`src/rtl/morse_stream_decoder_if.sv`:
```
// ============================================================================
// Module   : morse_stream_decoder_if
// Brief    : Symbol-in / character-out handshake bundle for the Morse decoder.
// Revision : 1.0  initial release
// ============================================================================
`default_nettype none

interface morse_stream_decoder_if #(
    parameter int CNT_W = 16
);
    logic             sym_valid;
    logic             sym_dash;
    logic             letter_end;
    logic             in_ready;
    logic             out_valid;
    logic             out_ready;
    logic [5:0]       out_code;
    logic             out_error;
    logic [CNT_W-1:0] char_count;

    // master is the key front end plus display stage; slave is the decoder
    modport master (
        output sym_valid, sym_dash, letter_end, out_ready,
        input  in_ready, out_valid, out_code, out_error, char_count
    );

    modport slave (
        input  sym_valid, sym_dash, letter_end, out_ready,
        output in_ready, out_valid, out_code, out_error, char_count
    );
endinterface

`default_nettype wire

```
`src/rtl/morse_stream_decoder.sv`:
```
// ============================================================================
// Module   : morse_stream_decoder
// Brief    : Assembles dot/dash symbols into a pattern and emits A-Z / 0-9 codes.
// Revision : 1.0  initial release
// ============================================================================
`default_nettype none

module morse_stream_decoder #(
    parameter int MAX_SYMBOLS   = 5,
    parameter int ENABLE_DIGITS = 1,
    parameter int CNT_W         = 16
) (
    input  logic                   clk,
    input  logic                   reset_n,
    morse_stream_decoder_if.slave  bus
);

    localparam int         PW     = 2 * MAX_SYMBOLS;
    localparam logic [3:0] SC_MAX = 4'(MAX_SYMBOLS);

    typedef enum logic [1:0] {
        S_IDLE    = 2'd0,
        S_COLLECT = 2'd1,
        S_LOOKUP  = 2'd2,
        S_HOLD    = 2'd3
    } state_t;

    state_t           r_state;
    state_t           w_state_nxt;
    logic [PW-1:0]    r_pattern;
    logic [3:0]       r_sym_cnt;
    logic             r_ovf;
    logic             r_out_valid;
    logic [5:0]       r_out_code;
    logic             r_out_error;
    logic [CNT_W-1:0] r_char_count;

    logic             w_accepting;
    logic             w_sym_take;
    logic             w_room;
    logic             w_close;
    logic             w_handshake;
    logic [15:0]      w_pat16;
    logic [5:0]       w_raw_code;
    logic             w_is_digit;
    logic             w_digits_en;
    logic             w_dec_ok;
    logic [5:0]       w_dec_code;
    logic             w_dec_err;

    // Patterns are right-aligned and the leading pair is never 00, so
    // each symbol count maps onto a distinct zero-extended value.
    function automatic logic [5:0] f_lookup(input logic [15:0] p);
        case (p)
            16'b0111:       f_lookup = 6'd1;   // A
            16'b11010101:   f_lookup = 6'd2;   // B
            16'b11011101:   f_lookup = 6'd3;   // C
            16'b110101:     f_lookup = 6'd4;   // D
            16'b01:         f_lookup = 6'd5;   // E
            16'b01011101:   f_lookup = 6'd6;   // F
            16'b111101:     f_lookup = 6'd7;   // G
            16'b01010101:   f_lookup = 6'd8;   // H
            16'b0101:       f_lookup = 6'd9;   // I
            16'b01111111:   f_lookup = 6'd10;  // J
            16'b110111:     f_lookup = 6'd11;  // K
            16'b01110101:   f_lookup = 6'd12;  // L
            16'b1111:       f_lookup = 6'd13;  // M
            16'b1101:       f_lookup = 6'd14;  // N
            16'b111111:     f_lookup = 6'd15;  // O
            16'b01111101:   f_lookup = 6'd16;  // P
            16'b11110111:   f_lookup = 6'd17;  // Q
            16'b011101:     f_lookup = 6'd18;  // R
            16'b010101:     f_lookup = 6'd19;  // S
            16'b11:         f_lookup = 6'd20;  // T
            16'b010111:     f_lookup = 6'd21;  // U
            16'b01010111:   f_lookup = 6'd22;  // V
            16'b011111:     f_lookup = 6'd23;  // W
            16'b11010111:   f_lookup = 6'd24;  // X
            16'b11011111:   f_lookup = 6'd25;  // Y
            16'b11110101:   f_lookup = 6'd26;  // Z
            16'b1111111111: f_lookup = 6'd27;  // 0
            16'b0111111111: f_lookup = 6'd28;  // 1
            16'b0101111111: f_lookup = 6'd29;  // 2
            16'b0101011111: f_lookup = 6'd30;  // 3
            16'b0101010111: f_lookup = 6'd31;  // 4
            16'b0101010101: f_lookup = 6'd32;  // 5
            16'b1101010101: f_lookup = 6'd33;  // 6
            16'b1111010101: f_lookup = 6'd34;  // 7
            16'b1111110101: f_lookup = 6'd35;  // 8
            16'b1111111101: f_lookup = 6'd36;  // 9
            default:        f_lookup = 6'd0;
        endcase
    endfunction

    generate
        if (ENABLE_DIGITS != 0) begin : g_digits_on
            assign w_digits_en = 1'b1;
        end else begin : g_digits_off
            assign w_digits_en = 1'b0;
        end
    endgenerate

    always_comb begin
        w_accepting = (r_state == S_IDLE) || (r_state == S_COLLECT);
        w_sym_take  = w_accepting && bus.sym_valid;
        w_room      = (r_sym_cnt < SC_MAX);
        // A lone letter_end with nothing collected is not a character
        w_close     = w_accepting && bus.letter_end &&
                      (bus.sym_valid || (r_sym_cnt != 4'd0));
        w_handshake = (r_state == S_HOLD) && r_out_valid && bus.out_ready;
    end

    always_comb begin
        w_pat16             = '0;
        w_pat16[PW-1:0]     = r_pattern;
        w_raw_code          = f_lookup(w_pat16);
        w_is_digit          = (w_raw_code >= 6'd27);
        w_dec_ok            = (w_raw_code != 6'd0) && !r_ovf &&
                              (!w_is_digit || w_digits_en);
        w_dec_code          = w_dec_ok ? w_raw_code : 6'd0;
        w_dec_err           = !w_dec_ok;
    end

    always_ff @(posedge clk or negedge reset_n) begin
        if (!reset_n) begin
            r_state <= S_IDLE;
        end else begin
            r_state <= w_state_nxt;
        end
    end

    always_comb begin
        w_state_nxt = r_state;
        case (r_state)
            S_IDLE: begin
                if (w_close) begin
                    w_state_nxt = S_LOOKUP;
                end else if (bus.sym_valid) begin
                    w_state_nxt = S_COLLECT;
                end
            end
            S_COLLECT: begin
                if (w_close) begin
                    w_state_nxt = S_LOOKUP;
                end
            end
            S_LOOKUP: begin
                w_state_nxt = S_HOLD;
            end
            S_HOLD: begin
                if (w_handshake) begin
                    w_state_nxt = S_IDLE;
                end
            end
            default: begin
                w_state_nxt = S_IDLE;
            end
        endcase
    end

    always_ff @(posedge clk or negedge reset_n) begin
        if (!reset_n) begin
            r_pattern    <= '0;
            r_sym_cnt    <= 4'd0;
            r_ovf        <= 1'b0;
            r_out_valid  <= 1'b0;
            r_out_code   <= 6'd0;
            r_out_error  <= 1'b0;
            r_char_count <= '0;
        end else begin
            if (w_sym_take) begin
                if (w_room) begin
                    r_pattern <= {r_pattern[PW-3:0], bus.sym_dash ? 2'b11 : 2'b01};
                    r_sym_cnt <= r_sym_cnt + 4'd1;
                end else begin
                    r_ovf     <= 1'b1;
                end
            end

            if (r_state == S_LOOKUP) begin
                r_out_code  <= w_dec_code;
                r_out_error <= w_dec_err;
                r_pattern   <= '0;
                r_sym_cnt   <= 4'd0;
                r_ovf       <= 1'b0;
            end

            // Valid rises one cycle into HOLD, after the code register settles
            if (r_state == S_HOLD) begin
                if (!r_out_valid) begin
                    r_out_valid  <= 1'b1;
                end else if (bus.out_ready) begin
                    r_out_valid  <= 1'b0;
                    r_char_count <= r_char_count + CNT_W'(1);
                end
            end
        end
    end

    assign bus.in_ready   = w_accepting;
    assign bus.out_valid  = r_out_valid;
    assign bus.out_code   = r_out_code;
    assign bus.out_error  = r_out_error;
    assign bus.char_count = r_char_count;

endmodule

`default_nettype wire

```
`src/flat_wrapper.sv`:
```
// flat-port wrapper written by rule: the top's interface ports become plain ports
module morse_stream_decoder_flat 
#(
    parameter int MAX_SYMBOLS   = 5,
    parameter int ENABLE_DIGITS = 1,
    parameter int CNT_W         = 16
)
  (clk, reset_n, bus_sym_valid, bus_sym_dash, bus_letter_end, bus_out_ready, bus_in_ready, bus_out_valid, bus_out_code, bus_out_error, bus_char_count);
  morse_stream_decoder_if #(.CNT_W(CNT_W)) bus_i ();
  input  logic clk;
  input  logic reset_n;
  input wire logic [$bits(bus_i.sym_valid)-1:0] bus_sym_valid;
  input wire logic [$bits(bus_i.sym_dash)-1:0] bus_sym_dash;
  input wire logic [$bits(bus_i.letter_end)-1:0] bus_letter_end;
  input wire logic [$bits(bus_i.out_ready)-1:0] bus_out_ready;
  output wire logic [$bits(bus_i.in_ready)-1:0] bus_in_ready;
  output wire logic [$bits(bus_i.out_valid)-1:0] bus_out_valid;
  output wire logic [$bits(bus_i.out_code)-1:0] bus_out_code;
  output wire logic [$bits(bus_i.out_error)-1:0] bus_out_error;
  output wire logic [$bits(bus_i.char_count)-1:0] bus_char_count;
  assign bus_i.sym_valid = bus_sym_valid;
  assign bus_i.sym_dash = bus_sym_dash;
  assign bus_i.letter_end = bus_letter_end;
  assign bus_i.out_ready = bus_out_ready;
  assign bus_in_ready = bus_i.in_ready;
  assign bus_out_valid = bus_i.out_valid;
  assign bus_out_code = bus_i.out_code;
  assign bus_out_error = bus_i.out_error;
  assign bus_char_count = bus_i.char_count;
  morse_stream_decoder #(.MAX_SYMBOLS(MAX_SYMBOLS), .ENABLE_DIGITS(ENABLE_DIGITS), .CNT_W(CNT_W)) u_core (.clk(clk), .reset_n(reset_n), .bus(bus_i));
endmodule
```
`config.mk`:
```
export PLATFORM = sky130hd
export DESIGN_NAME = morse_stream_decoder_flat
export DESIGN_NICKNAME = d
export VERILOG_FILES = /design/src/rtl/morse_stream_decoder_if.sv /design/src/rtl/morse_stream_decoder.sv /design/src/flat_wrapper.sv
export SDC_FILE = /design/constraint.sdc
export NUM_CORES = 1
export LEC_CHECK = 0
export CORE_MARGIN = 8
export CORE_UTILIZATION = 40
export DETAILED_ROUTE_END_ITERATION = 12
export GPL_TIMING_DRIVEN = 0
export PLACE_DENSITY = 0.67
export SYNTH_ARGS = -nofsm -noshare
export SYNTH_HDL_FRONTEND = slang
export SYNTH_SLANG_ARGS = --single-unit
```
`constraint.sdc`:
```
create_clock -name clk -period 4.1 [get_ports clk]
set_clock_uncertainty 0.15 [all_clocks]
set_input_delay 1.23 -clock clk [delete_from_list [all_inputs] [get_ports clk]]
set_output_delay 1.23 -clock clk [all_outputs]
set_load 0.03 [all_outputs]
```
==> impl_metrics.toml, run 1 <==
[yosys]
ys_async_sr_fraction_pct = 100
post-synth-top-area-cell = "sky130_fd_sc_hd__dfrtp_1"
synth_largest_type_area_fraction_pct = 39.4
syn-num-nets = 290
postSynthCellCount = 276
synth.most_common_cell = "sky130_fd_sc_hd__dfrtp_1"
synth_commonest_cells = "41 x sky130_fd_sc_hd__dfrtp_1, 17 x sky130_fd_sc_hd__nand2_1, 17 x sky130_fd_sc_hd__nor2_1"
synth-edff-count = 0
synth.top_cells.by_area = "sky130_fd_sc_hd__dfrtp_1 39%, sky130_fd_sc_hd__xnor2_1 4.7%, sky130_fd_sc_hd__ha_1 3.8%"
ys_dominant_reg_cell = "sky130_fd_sc_hd__dfrtp_1"
mean_cell_area_of_the_mapped_netlist_um2 = 9.43
mappedNetlistArea_mm2 = 0.00260
yosysUniqueCellTypes = 62
synth-warning-count = 0
postSynthRegisterBits = 41
yosysSeqAreaShare_pct = 39.4

[power]
cellPowerDensity_mw_per_mm2 = 744
leakage_nw = 1.31
fin_total_pwr_mw = 2.31
ir_drop_v = 0.000364

[clock_tree]
h_tree_depth = 2
clock_insertion_delay_worst_skew_ns = 0.30
tritoncts = "done"
root_buffer = "sky130_fd_sc_hd__clkbuf_8"
clk_transition_reported_paths_ns = 0.09
post-cts-setup-buffers = 0
clock_path_buffers = 2
cts_hold_buffers = 0
clock-sinks = 41
cts_repair_resize_count = 0
number_of_cts_inserted_buffers = 5

[finish]
layoutNonFillerInstCount = 392
fraction_of_layout_cells_with_a_size_suffix_above_1_pct = 10.2
finalNetCount = 328
n_antenna_cell = 0
fillerInstances = 610
area_growth_pct = 19.4
postLayoutCoreUtil_pct = 49.2

[timing]
final_total_negative_setup_slack_ns = 0
worst-slew-pin-transition_ns = 0.733
rsz_0062_raised_after_global_routing = "false"
report.final.setup_viol = 0
final_min_period_over_clock_period_pct = 80.7
final_max_slew_viol_count = 0
maximum_clock_frequency_ghz = 0.302
timing.final.hold_violations = 0
relSlewSlack_pct = 49.7
final_period_minus_worst_setup_slack_ns = 3.31

[min_path]
hold_depth = 1
hold_class = "reg2reg"

[global_route]
number_of_antenna_violations_at_the_first_check_in_global_routing = 0
track_usage_pct = 14.9
grt.overflow.total = 0
number_of_global_route_vias_before_repair = 2366
grt_start_max_net_pins = 38
grt_first_pass_wirelength_mm = 11.8

[die]
die-width_um = 96.7
ioPinCount = 31
die_height_um = 96.7
floorplan.core_area_mm2 = 0.00631
std_cell_rows = 29
initial_utilization_pct = 41.2
dieArea_mm2 = 0.00935

[route]
drc = 0
drt-vias-per-instance = 6.01
drt-total-wl_mm = 6.69
detail_route.first_pass.iterations = 6
drt-wirelength-per-cell_um = 17.1
drtAntennaViolNets = 0
vias = 2356
detailedRoute.firstIterationViolations = 124

[placed_design]
placedCellCount = 384
dpl.hpwl_mm = 4.81
place.port_buffers = 30
place_congestion = 0.964

[worst_setup_path]
crit_arrival_ns = 1.93
critical_path.startpoint_type = "flop"
worstRegToRegCells = 7
critPathKind = "reg2out"
critPathRequiredTime_ns = 2.72
worst_setup_ep_type = "output pin"
crit_fanout = 5

[flow_run]
max_cap_viol_count = 0

[status]
run_status = "completed"
## state kept, by name, summed over array words and instances, names as in the netlist
signal,flops
u_core.bus.char_count,16
u_core.bus.out_code,6
u_core.bus.out_error,1
u_core.bus.out_valid,1
u_core.r_ovf,1
u_core.r_pattern,10
u_core.r_state,2
u_core.r_sym_cnt,4
## through the flow
step | hold WS, ns | area [um^2] | setup WS (ns)
2_1_floorplan | 0.333 | 2600 | 1.51
3_3_place_gp | 0.310 | 3000 | 0.582
3_5_place_dp | 0.323 | 3020 | 0.738
4_1_cts | 0.343 | 3110 | 0.772
5_1_grt | 0.364 | 3110 | 0.690
6_report | 0.338 | 3110 | 0.793
## report_power, final
group / leakage, nW / total, mW / internal (mW) / switching, mW
combinational: 0.735 / 1.39 / 0.546 / 0.844
sequential: 0.535 / 0.641 / 0.529 / 0.112
clock: 0.0447 / 0.285 / 0.123 / 0.162
## placed cells by master, fill, tap and decap left out, types with 4 or more instances in the layout
cell                              instances
sky130_fd_sc_hd__nand2_1                 17
sky130_fd_sc_hd__clkbuf_8                 5
sky130_fd_sc_hd__and3_1                   5
sky130_fd_sc_hd__nor2b_1                  4
sky130_fd_sc_hd__ha_1                     8
sky130_fd_sc_hd__a22o_1                  10
sky130_fd_sc_hd__nor2_1                  17
sky130_fd_sc_hd__nand4_1                  7
sky130_fd_sc_hd__dfrtp_1                 41
sky130_fd_sc_hd__nand3_1                 12
sky130_fd_sc_hd__nor4_1                   5
sky130_fd_sc_hd__xnor2_1                 14
sky130_fd_sc_hd__nor3_1                  11
sky130_fd_sc_hd__xor2_1                   5
sky130_fd_sc_hd__nand2b_1                 5
sky130_fd_sc_hd__clkbuf_1                11
sky130_fd_sc_hd__clkdlybuf4s50_1         29
sky130_fd_sc_hd__a21oi_1                 13
sky130_fd_sc_hd__or2_2                    4
sky130_fd_sc_hd__inv_1                   11
sky130_fd_sc_hd__buf_2                    7
sky130_fd_sc_hd__o2bb2ai_1                4
## final timing paths
kind / endpoint / startpoint / slack (ns)
min: u_core.bus.char_count[8] / u_core.bus.char_count[8] / 0.34
min reg2reg: u_core.bus.char_count[8] / u_core.bus.char_count[8] / 0.34
max in group asynchronous: u_core.r_pattern[9] / reset_n / 2.79
max: bus_in_ready / u_core.r_state[0] / 0.79
max reg2reg: u_core.r_pattern[7] / u_core.r_state[0] / 1.81
min in group asynchronous: u_core.bus.char_count[5] / reset_n / 0.58
## per-layer routing
layer  track usage, %  wire length (um)  vias up
li1                 -                 -     1104
met1             17.8              3030     1110
met2             23.5              2970      105
met3             3.77               408       37
met4             8.99               287        0
met5                0                 0        -
## kinds of logic after synthesis
family / count (synthesis) / share of synthesized area [%]
and+or+nand+nor: 112 / 25.4
AOI/OAI and AO/OA: 60 / 17.9
DFF: 41 / 39.4
buffers and inverters: 31 / 5.05
xor gates and xnor gates: 19 / 6.39
adders and majority gates: 8 / 3.84
muxes: 5 / 2.02
## cell type report
cell class | count | area [um^2] | area share, %
inverter | 12 | 45.0 | 1.45
clock buffer | 5 | 68.8 | 2.21
tap | 77 | 96.3 | 3.10
buffer | 19 | 86.3 | 2.78
sequential | 41 | 1030 | 33.0
multi-input combinational | 204 | 1450 | 46.5
clock inverter | 3 | 25.0 | 0.805
timing repair buffer | 31 | 315 | 10.1
## critical path, cell delays in order (launching register included)
cell and delay [ns]:
sky130_fd_sc_hd__dfrtp_1 0.41, sky130_fd_sc_hd__inv_1 0.09, sky130_fd_sc_hd__ha_1 0.25, sky130_fd_sc_hd__or2_2 0.28
sky130_fd_sc_hd__clkdlybuf4s50_1 0.60
Power figures use the tool's default switching activity.
==> run 2: changes to the inputs <==
--- a/config.mk
+++ b/config.mk
@@ -9,7 +9,7 @@
 export CORE_UTILIZATION = 40
 export DETAILED_ROUTE_END_ITERATION = 12
 export GPL_TIMING_DRIVEN = 0
-export PLACE_DENSITY = 0.67
+export PLACE_DENSITY = 0.7
 export SYNTH_ARGS = -nofsm -noshare
 export SYNTH_HDL_FRONTEND = slang
 export SYNTH_SLANG_ARGS = --single-unit
==> constraint.sdc (replaced) <==
create_clock -name clk -period 2.85 [get_ports clk]
set_clock_uncertainty 0.15 [all_clocks]
set_input_delay 0.855 -clock clk [delete_from_list [all_inputs] [get_ports clk]]
set_output_delay 0.855 -clock clk [all_outputs]
set_load 0.03 [all_outputs]
==> run 2 against run 1 <==
  * Combinational power rose by 45%
  * Hold slack improved by 0.013 ns
  * Largest power group unchanged
  * Largest cell class unchanged
  * Utilization rose by 0.67 points
  * Critical path depth did not move
  * Clock power rose by 93%
==> impl_metrics.toml, run 2 (synthesis results as in run 1) <==
[route]
drc = 0
detail_route.first_pass.iterations = 5
drtAntennaViolNets = 0
drt-vias-per-instance = 6.01
drt-wirelength-per-cell_um = 17.4
drt-total-wl_mm = 6.84
vias = 2355
detailedRoute.firstIterationViolations = 194

[finish]
postLayoutCoreUtil_pct = 49.9
fraction_of_layout_cells_with_a_size_suffix_above_1_pct = 10.5
largest_register_ffs = 16
finalNetCount = 328
n_antenna_cell = 0
area_growth_pct = 21.0
mostFrequentLayoutCells = "41 x sky130_fd_sc_hd__dfrtp_1, 28 x sky130_fd_sc_hd__clkdlybuf4s50_1, 17 x sky130_fd_sc_hd__nor2_1, 17 x sky130_fd_sc_hd__nand2_1, 14 x sky130_fd_sc_hd__xnor2_1"
layoutNonFillerInstCount = 392
layout_commonest_cell = "sky130_fd_sc_hd__dfrtp_1"

[worst_setup_path]
worst_setup_ep_type = "output pin"
critPathLaunch = "u_core.r_state[0]"
crit_arrival_ns = 1.70
critPathRequiredTime_ns = 1.85
critPathKind = "reg2out"
cp-endpoint = "bus_in_ready"
crit-reg2reg-capture = "u_core.bus.out_code[1]"
timing.reg2reg.setup_slack_ns = 0.52
crit_fanout = 5
critical_path.reg2reg.startpoint = "u_core.r_pattern[3]"
critical_path.startpoint_type = "flop"
worstRegToRegCells = 6

[timing]
final_min_period_over_clock_period_pct = 95.0
rsz_0062_raised_after_global_routing = "false"
fin_hold_ws_ns = 0.351
maximum_clock_frequency_ghz = 0.369
worst-slew-pin-transition_ns = 0.642
post-route-worst-setup-slack_ns = 0.143
final_max_slew_viol_count = 0
timing.final.hold_violations = 0
relSlewSlack_pct = 56.6
report.final.setup_viol = 0
final_period_minus_worst_setup_slack_ns = 2.71

[global_route]
busiest_layer = "met2"
grt_first_pass_wirelength_mm = 11.6
number_of_antenna_violations_at_the_first_check_in_global_routing = 0
groute.layer.met2.usage_pct = 22.5
number_of_global_route_vias_before_repair = 2309
track_usage_pct = 14.4
use_met3_pct = 2.49
grt_start_max_net_pins = 42
grt.overflow.total = 0
use_met1_pct = 19.2

[die]
ioPinCount = 31
floorplan.core_area_mm2 = 0.00631
initial_utilization_pct = 41.2
die_height_um = 96.7
dieArea_mm2 = 0.00935
die-width_um = 96.7
std_cell_rows = 29

[placed_design]
place_congestion = 0.951
placedCellCount = 384
place.port_buffers = 30
dpl.hpwl_mm = 4.88
pre_cts_ws_ns = -0.158

[flow_run]
max_cap_viol_count = 0

[clock_tree]
tritoncts = "done"
post-cts-setup-buffers = 0
h_tree_depth = 2
clock_insertion_delay_worst_skew_ns = 0.29
cts_hold_buffers = 0
clk_transition_reported_paths_ns = 0.08
clock_path_buffers = 2
clock-sinks = 41
root_buffer = "sky130_fd_sc_hd__clkbuf_8"
number_of_cts_inserted_buffers = 5

[min_path]
hold_class = "reg2reg"
hold_depth = 1

[power]
sw_frac_of_total_pct = 45.9
power.share.combinational_pct = 57.7
leakage_nw = 1.34
fin_total_pwr_mw = 3.49
net_switching_power_mw = 1.60
sequentialPowerShare_pct = 26.6
cellPowerDensity_mw_per_mm2 = 1110
intPower_mw = 1.89
clock_power_share_pct = 15.7
ir_drop_v = 0.000657

[status]
run_status = "completed"
## run 2: cell types whose count changed in the layout (fill, tap and decap cells not counted), sizes merged
cell and delta:
clkdlybuf4s50 -1, bufinv +2, inv -1, clkinvlp -1, dlygate4sd2 +1
## run 2: power groups by stage
stage               clock network, mW  registers, mW  logic, mW
CTS                             0.565          0.925       1.98
floorplan                           0           1.02       1.33
global route                    0.594          0.956       2.19
global placement                    0          0.932       1.97
finish                          0.550          0.928       2.02
detailed placement                  0          0.936       1.98
## run 2: what timing repair did
action                     in CTS  in global routing
gates cloned                    0                  0
setup endpoints to repair       1                  7
gates resized for setup         1                  1
## run 2: how the worst min path moves through the flow
| stage | start | end | slack, ns |
|---|---|---|---|
| 2_1_floorplan | u_core.r_ovf | u_core.r_ovf | 0.33 |
| 3_3_place_gp | u_core.bus.char_count[15] | u_core.bus.char_count[15] | 0.31 |
| 3_5_place_dp | u_core.bus.out_code[2] | u_core.bus.out_code[2] | 0.33 |
| 4_1_cts | u_core.bus.out_code[1] | u_core.bus.out_code[1] | 0.35 |
| 5_1_grt | reset_n | u_core.bus.char_count[3] | 0.37 |
| 6_report | u_core.bus.out_code[3] | u_core.bus.out_code[3] | 0.35 |
## run 2: metal layers
layer	part of all wire (%)	routed length [um]
met5	0	0
met4	3.2	221
met3	5.9	404
met2	46	3120
met1	45	3090
## run 2: cell type report
class	count	area [um^2]
Tap cell	77	96.3
Fill cell	587	3160
Clock buffer	5	68.8
Inverter	12	45.0
Sequential cell	41	1030
Buffer	19	86.3
Timing Repair Buffer	31	314
Multi-Input combinational cell	204	1450
Clock inverter	3	65.1
## run 2: worst max-delay path, cell delays in order (launching register included)
cell                            delay [ns]
sky130_fd_sc_hd__dfrtp_1              0.42
sky130_fd_sc_hd__inv_1                0.10
sky130_fd_sc_hd__ha_1                 0.25
sky130_fd_sc_hd__or2_2                0.29
sky130_fd_sc_hd__dlygate4sd2_1        0.36
## run 2: through the flow
stage                     area [um^2]  TNS [ns]
after global placement           3000    -11.59
after detailed placement         3020     -1.43
after CTS                        3150         0
final                            3150         0
after global routing             3150         0
after floorplan                  2600         0
==> run 3: changes to the inputs <==
--- a/config.mk
+++ b/config.mk
@@ -5,11 +5,14 @@
 export SDC_FILE = /design/constraint.sdc
 export NUM_CORES = 1
 export LEC_CHECK = 0
+export CELL_PAD_IN_SITES_DETAIL_PLACEMENT = 0
+export CELL_PAD_IN_SITES_GLOBAL_PLACEMENT = 1
 export CORE_MARGIN = 8
 export CORE_UTILIZATION = 40
+export CTS_CLUSTER_SIZE = 25
 export DETAILED_ROUTE_END_ITERATION = 12
 export GPL_TIMING_DRIVEN = 0
-export PLACE_DENSITY = 0.7
+export PLACE_DENSITY = 0.82
 export SYNTH_ARGS = -nofsm -noshare
 export SYNTH_HDL_FRONTEND = slang
 export SYNTH_SLANG_ARGS = --single-unit
==> constraint.sdc (replaced) <==
create_clock -name clk -period 3.4 [get_ports clk]
set_clock_uncertainty 0.15 [all_clocks]
set_input_delay 1.02 -clock clk [delete_from_list [all_inputs] [get_ports clk]]
set_output_delay 1.02 -clock clk [all_outputs]
set_load 0.03 [all_outputs]
==> run 3 against run 2 <==
  * First-iteration DRC count shrank 11%
  * Final area is essentially flat
  * Sequential share of layout area is essentially flat
  * Combinational power shrank 17%
  * Non-clock buffer count is the same
  * Clock power shrank 12%
  * Critical path depth is the same
  * Final cell count is the same
  * Utilization is essentially flat
  * Global-route usage grew 0.10 points
  * Critical endpoint unchanged
  * Flip-flop and latch count is the same
==> impl_metrics.toml, run 3 (synthesis results as in run 1) <==
[die]
initial_utilization_pct = 41.2
ioPinCount = 31
die_height_um = 96.7
die-width_um = 96.7
dieArea_mm2 = 0.00935
std_cell_rows = 29
floorplan.core_area_mm2 = 0.00631

[global_route]
grt_first_pass_wirelength_mm = 11.5
number_of_global_route_vias_before_repair = 2303
number_of_antenna_violations_at_the_first_check_in_global_routing = 0
grt_start_max_net_pins = 41
grt.overflow.total = 0
track_usage_pct = 14.5

[clock_tree]
post-cts-setup-buffers = 0
clock_insertion_delay_worst_skew_ns = 0.30
cts_repair_resize_count = 0
clock-sinks = 41
cts_hold_buffers = 0
root_buffer = "sky130_fd_sc_hd__clkbuf_8"
clk_transition_reported_paths_ns = 0.08
tritoncts = "done"
number_of_cts_inserted_buffers = 5
h_tree_depth = 2
clock_path_buffers = 2

[timing]
final_min_period_over_clock_period_pct = 91.7
report.final.setup_viol = 0
maximum_clock_frequency_ghz = 0.321
final_total_negative_setup_slack_ns = 0
post-route-worst-setup-slack_ns = 0.281
worst-slew-pin-transition_ns = 0.702
fin_hold_ws_ns = 0.323
rsz_0062_raised_after_global_routing = "false"
timing.final.hold_violations = 0
relSlewSlack_pct = 51.9
final_period_minus_worst_setup_slack_ns = 3.12
final_max_slew_viol_count = 0

[worst_setup_path]
critPathKind = "reg2out"
critical_path.startpoint_type = "flop"
crit_arrival_ns = 1.95
critPathRequiredTime_ns = 2.23
crit_fanout = 5
worst_setup_ep_type = "output pin"

[finish]
postLayoutCoreUtil_pct = 49.9
layoutNonFillerInstCount = 392
finish.instance_area_mm2 = 0.00315
finalNetCount = 328
n_antenna_cell = 0
largest_register_ffs = 16
area_growth_pct = 21.1
layout_commonest_cell = "sky130_fd_sc_hd__dfrtp_1"
mostFrequentLayoutCells = "41 x sky130_fd_sc_hd__dfrtp_1, 29 x sky130_fd_sc_hd__clkdlybuf4s50_1, 17 x sky130_fd_sc_hd__nor2_1, 17 x sky130_fd_sc_hd__nand2_1, 14 x sky130_fd_sc_hd__xnor2_1"
fraction_of_layout_cells_with_a_size_suffix_above_1_pct = 10.2

[route]
drt-vias-per-instance = 5.93
drc = 0
drtAntennaViolNets = 0
drt-wirelength-per-cell_um = 17.3
detail_route.first_pass.iterations = 4
vias = 2326
drt-total-wl_mm = 6.78
detailedRoute.firstIterationViolations = 172

[power]
sw_frac_of_total_pct = 45.7
power.share.combinational_pct = 57.0
cellPowerDensity_mw_per_mm2 = 930
sequentialPowerShare_pct = 26.5
net_switching_power_mw = 1.34
clock_power_share_pct = 16.5
fin_total_pwr_mw = 2.93
intPower_mw = 1.59
leakage_nw = 1.34
ir_drop_v = 0.000525

[status]
run_status = "completed"

[min_path]
hold_class = "reg2reg"

[placed_design]
pre_cts_ws_ns = 0.257
dpl.hpwl_mm = 4.93
place_congestion = 0.928
place.port_buffers = 30
placedCellCount = 384
dpl_cell_area_mm2 = 0.00302

[flow_run]
max_cap_viol_count = 0
[run 3: cell count changes in the layout (fill, tap and decap cells not counted), sizes merged]
cell           before  now
clkinv              1    0
clkdlybuf4s50      28   29
inv                12   13
dlygate4sd2         1    0
[run 3: critical path, cell delays in order (launching register included)]
cell                              delay [ns]
sky130_fd_sc_hd__dfrtp_1                0.42
sky130_fd_sc_hd__inv_1                  0.10
sky130_fd_sc_hd__ha_1                   0.25
sky130_fd_sc_hd__or2_2                  0.28
sky130_fd_sc_hd__clkdlybuf4s50_1        0.59
[run 3: per-layer routing]
metal  track usage [%]  routed length (um)
met4              7.22                 183
met5                 0                   0
met3              2.28                 349
met1              19.0                3050
met2              22.7                3190
[run 3: power by group through the flow]
stage	Combinational [mW]	Clock (mW)	Sequential, mW
floorplan	1.12	0	0.852
global placement	1.66	0	0.780
detailed placement	1.65	0	0.786
CTS	1.66	0.492	0.776
global route	1.83	0.508	0.803
finish	1.67	0.484	0.777
[run 3: cell type report]
type	count	area (um^2)
plain buffers	19	86.3
clock buffers	5	68.8
clock inverters	3	68.8
fillers	616	3160
inverters	12	45.0
multi-input cells	204	1450
flip-flops and latches	41	1030
well taps	77	96.3
repair buffers	31	315
[run 3: final timing paths]
path                                                start                   endpoint  slack (ns)  cells past startpoint
worst min register to register  u_core.bus.char_count[15]  u_core.bus.char_count[15]        0.32                      1
worst min-delay path            u_core.bus.char_count[15]  u_core.bus.char_count[15]        0.32                      1
min in group asynchronous                         reset_n        u_core.r_sym_cnt[0]        0.35                      1
worst max-delay path                    u_core.r_state[0]               bus_in_ready        0.28                      4
worst max register to register          u_core.r_state[0]        u_core.r_sym_cnt[1]        1.08                      7
max in group asynchronous                         reset_n       u_core.bus.out_error        2.35                      2
